File: config.mk
export PLATFORM = sky130hd
export DESIGN_NAME = prog_stream_tx
export DESIGN_NICKNAME = d
export VERILOG_FILES = /design/src/rtl/prog_stream_pkg.sv /design/src/rtl/prog_image_ram.sv /design/src/rtl/prog_stream_tx.sv
export SDC_FILE = /design/constraint.sdc
export NUM_CORES = 1
export LEC_CHECK = 0
export ABC_AREA = 1
export CAP_MARGIN = 20
export CELL_PAD_IN_SITES_DETAIL_PLACEMENT = 1
export CELL_PAD_IN_SITES_GLOBAL_PLACEMENT = 2
export CORE_ASPECT_RATIO = 0.9
export CORE_MARGIN = 1
export CORE_UTILIZATION = 40
export DETAILED_ROUTE_END_ITERATION = 7
export PLACE_DENSITY_LB_ADDON = 0.2
export SYNTH_ARGS = -nofsm -noshare
export SYNTH_HDL_FRONTEND = slang
export SYNTH_SLANG_ARGS = --single-unit
File: constraint.sdc
create_clock -name clk -period 4.1 [get_ports clk]
set_clock_uncertainty 0.05 [all_clocks]
set_input_delay 0.82 -clock clk [delete_from_list [all_inputs] [get_ports clk]]
set_output_delay 0.82 -clock clk [all_outputs]
set_load 0.005 [all_outputs]
File: src/rtl/prog_stream_pkg.sv
// prog_stream_pkg: shared state encoding and byte width for the program-image streamer
package prog_stream_pkg;
  localparam int BYTE_W = 8;
  typedef enum logic [2:0] {IDLE, HDR, BODY, CSUM, STRT} state_t;
endpackage

File: src/rtl/prog_image_ram.sv
// prog_image_ram: DEPTHx8 register array, one write port, asynchronous read, contents survive reset
module prog_image_ram
  import prog_stream_pkg::*;
#(
  parameter int DEPTH = 16,
  parameter int AW = $clog2(DEPTH)
) (
  input  logic              clk,
  input  logic              we,
  input  logic [AW-1:0]     waddr,
  input  logic [BYTE_W-1:0] wdata,
  input  logic [AW-1:0]     raddr,
  output logic [BYTE_W-1:0] rdata
);
  logic [BYTE_W-1:0] mem [DEPTH];
  always_ff @(posedge clk)
    if (we) mem[waddr] <= wdata;
  assign rdata = mem[raddr];
endmodule

File: src/rtl/prog_stream_tx.sv
// prog_stream_tx: streams header, image bytes and a start pulse to the processor load port
// Optional trailing XOR checksum byte enabled by defining PROG_STREAM_CSUM_EN.
module prog_stream_tx
  import prog_stream_pkg::*;
#(
  parameter int DEPTH = 16,
  parameter int AW = $clog2(DEPTH)
) (
  input  logic              clk,
  input  logic              rst,
  input  logic              wr_en,
  input  logic [AW-1:0]     wr_addr,
  input  logic [BYTE_W-1:0] wr_data,
  input  logic [BYTE_W-1:0] base_addr,
  input  logic [AW:0]       len,
  input  logic              go,
  output logic [BYTE_W-1:0] data_out,
  output logic              valid,
  input  logic              ready,
  output logic              start,
  output logic              busy
);
  localparam logic [AW:0] DMAX = (AW+1)'(DEPTH);
  localparam logic [AW:0] ONE = (AW+1)'(1);
`ifdef PROG_STREAM_CSUM_EN
  localparam state_t POST = CSUM;
`else
  localparam state_t POST = STRT;
`endif
  state_t state, state_d;
  logic [BYTE_W-1:0] base_q, rd, csum;
  logic [AW:0] len_q, idx;
  logic xfer, last, launch;
  assign valid = state == HDR || state == BODY || state == CSUM;
  assign start = state == STRT;
  assign busy = state != IDLE;
  assign xfer = valid && ready;
  assign last = idx == len_q - ONE;
  assign launch = state == IDLE && go;
  assign data_out = state == HDR ? base_q : state == BODY ? rd : state == CSUM ? csum : '0;
  prog_image_ram #(.DEPTH(DEPTH), .AW(AW)) u_ram (
    .clk(clk), .we(wr_en && !busy), .waddr(wr_addr), .wdata(wr_data),
    .raddr(idx[AW-1:0]), .rdata(rd)
  );
  always_comb begin
    state_d = state;
    case (state)
      IDLE: state_d = go ? HDR : IDLE;
      HDR: state_d = xfer ? (len_q == '0 ? POST : BODY) : HDR;
      BODY: state_d = xfer && last ? POST : BODY;
      CSUM: state_d = xfer ? STRT : CSUM;
      default: state_d = IDLE;
    endcase
  end
  always_ff @(posedge clk or posedge rst)
    if (rst) begin
      state <= IDLE;
      base_q <= '0;
      len_q <= '0;
      idx <= '0;
    end else begin
      state <= state_d;
      if (launch) begin
        base_q <= base_addr;
        len_q <= len > DMAX ? DMAX : len;
        idx <= '0;
      end else if (state == BODY && xfer) idx <= idx + ONE;
    end
`ifdef PROG_STREAM_CSUM_EN
  // header and body bytes fold in as they transfer; CSUM then presents the result
  always_ff @(posedge clk or posedge rst)
    if (rst) csum <= '0;
    else if (launch) csum <= '0;
    else if ((state == HDR || state == BODY) && xfer) csum <= csum ^ data_out;
`else
  assign csum = '0;
`endif
endmodule

==> qor.yml, run 1 <==
pwr:
  ir_drop_v: 0.000287
  finalPower_mw: 4.56
  p_leak_nw: 3.60
  power-per-cell-area_nw_per_um2: 570
detailed_routing:
  vias: 4896
  vias_per_cell: 4.85
  wl_per_cell_um: 17.8
  drt_iter0_drc: 239
  drc: 0
  ant_nets: 0
  wirelength_mm: 17.9
  firstDrtPassIters: 4
floorplan:
  rows: 45
  fp.dieArea_um2: 17700
  die_height_um: 126
  die_w_um: 140
  coreArea_um2: 16800
  start_util: 0.408
  io_pins: 41
sta:
  slew_viol_final: 0
  fmax_ghz: 0.279
  finalSetupViolCount: 0
  maxSlewHeadroom: 0.384
  final_hold_viol_count: 0
  fin_crit_ns: 3.58
  fin_crit_sh: 0.873
  finalWorstSetupSlack_ns: 0.520
  max_slew.worst_pin.slew_ns: 0.923
  rsz0062_at_grt: "no"
  tns_ns: 0
  hold_ws_ns: 0.434
synthesis:
  async_reset_ff_frac: 0.141
  synth.area.mux_share: 0
  netlist_area_um2: 6870
  synthSimpleGateAreaFrac: 0.240
  synth_edf_count: 128
  ys_seq_elements: 149
  synth_commonest_cells: "275 x nand2_1, 144 x inv_1, 128 x edfxtp_1"
  synthFlopType: "edfxtp_1"
  syn_nets: 780
  avgSynthCellArea_um2: 9.19
  synthTopCellsByArea: "edfxtp_1 56%, nand2_1 15%, inv_1 7.9%"
  syn_inst: 748
  synthAdderAreaFrac: 0.00364
  yosysMostFrequentCell: "nand2_1"
  netlist.top_cell.by_area: "edfxtp_1"
  ys_warn_count: 0
  synth_top_family_by_area: "simple AND/OR/NAND/NOR gates"
  ys_seq_area_frac: 0.636
  synth_compound_area_frac: 0.0137
  synth_top_area_frac: 0.559
  synthXorXnorAreaFrac: 0.00127
  synthDistinctLibCells: 26
setup_path:
  path_max_fanout: 68
  path_buf_inv: 3
  cp_slowest_cell: "buf_4"
  cp.arrival_ns: 2.71
  critPathCaptureType: "output port"
  crit_required_ns: 3.23
  worstPathCellList: "buf_4 > nand2_1 > nand3_1 > nand2_1 > nand2_1 > nand2_1 > inv_1 > nand2_1 > nand2_1 > nand2_1 > clkdlybuf4s50_1"
  cpMostUsedCell: "nand2_1"
  critPathKind: "reg -> out"
  slowest_delay_ns: 0.58
  cp-start-kind: "flip-flop"
  cp_top_family: "buffers and inverters"
cts:
  clockBufferDepth: 2
  postCtsSetupBuffers: 0
  htreeDepth: 4
  clock_sinks: 149
  clk_pin_slew_ns: 0.06
  insertion_delay_ns: 0.42
  cts_resized: 0
  cts_tree: "built"
  cts_hold_buf: 0
  clockRootBuffer: "clkbuf_16"
  tritoncts.num_buffers: 17
layout:
  antenna_cells: 0
  final_cells: 1010
  area_growth_pct: 16.4
  fin_nets: 819
  final_area_um2: 8000
  final_core_util: 0.475
  drive_gt1_frac: 0.0538
place:
  place_area_um2: 7440
  portBuffers: 40
  dp_cells: 979
  gp_congestion: 0.766
  place_ws_ns: 0.995
  hpwl_mm: 11.6
grt:
  first_global_vias: 5171
  grtUsageTotal: 0.220
  grt_max_degree: 69
  gr-total-overflow: 0
  antenna_found_initial: 0
  grt_pass1_wl_mm: 28.5
outcome:
  status: "complete, no violations"
run:
  drv_cap: 0
min_path:
  hold_path.class: "reg -> reg"
## layout by cell type (no fill, tap or decap)
master           Yosys  layout
buf_4                3       5
clkinv_2             0       3
o21a_1               2       2
nand4_1              1       1
dfrtp_2              0       1
dfrtp_1             21      20
o31ai_1              1       1
o22ai_1              1       1
bufinv_16            0       2
nand3b_1             1       1
clkinv_4             0       2
xnor2_1              1       1
nor2_1              26      26
inv_1              144     144
edfxtp_1           128     128
nor3_1               1       1
a21oi_1              4       4
nor2_2               2       2
inv_6                0       3
o21ai_0              8       8
buf_12               0       1
clkdlybuf4s50_1      0      40
nand2_1            275     275
inv_2                4       4
clkinvlp_4           0       1
or2_2                1       1
clkbuf_1             1       2
clkbuf_16            0      17
clkinv_1             2       3
ha_1                 2       2
nand3_1             95      95
nand3_2              1       1
o21ai_1              1       1
## final timing paths
path	startpoint	to	slack, ns	cells past startpoint
min in group asynchronous	rst	base_q[5]$_DFFE_PP0P_	0.86	2
max in group asynchronous	rst	idx[0]$_DFFE_PP0P_	2.51	2
max	idx[0]$_DFFE_PP0P_	data_out[5]	0.52	11
max reg2reg	state[1]$_DFF_PP0_	u_ram.mem[1][6]$_DFFE_PP_	1.57	7
min reg2reg	base_q[5]$_DFFE_PP0P_	base_q[5]$_DFFE_PP0P_	0.43	2
min	base_q[5]$_DFFE_PP0P_	base_q[5]$_DFFE_PP0P_	0.43	2
## layout make-up
cell class | instances | area [um^2]
clock buffers | 19 | 433
clock inverters | 12 | 130
fillers | 1916 | 8840
inverters | 150 | 563
multi-input cells | 423 | 1780
flip-flops and latches | 149 | 4370
well taps | 211 | 264
repair buffers | 46 | 458
## worst reg2reg max path, delay by kind of cell, from the launching register on
family        cells  cell delay [ns]
simple gates      5             1.51
flops             1             0.40
buf+inv           2             0.20
## sequential cells by signal, summed over array words and instances (netlist names)
name / count
idx: 5
state: 3
base_q: 8
u_ram.mem: 128
len_q: 5
## cell families after synthesis
kind of cell | Yosys count
AND/OR/NAND/NOR | 403
buffers and inverters | 176
flip-flops | 149
AO/OA/AOI/OAI | 17
adder cells (fa/ha/maj) | 2
XOR/XNOR | 1
## routing by layer
layer  track usage  up-vias  wire length [um]
li1              -     2417                 -
met3        0.0434       11              1050
met1         0.292     2365              8010
met2         0.361      103              8680
met5             0        -                 0
met4        0.0769        0               187
## power by group
part,switching (mW),internal [mW],total [mW]
Clock,0.617,0.894,1.51
Combinational,0.801,0.434,1.23
Sequential,0.0606,1.75,1.81
No activity file was read; power rests on OpenSTA's default activity.
==> run 2, diff against run 1 <==
CTS_CLUSTER_DIAMETER = 60   (was unset)
==> results of run 2 <==
Same layout as run 1: the final DEF is identical, and so are final timing and power.
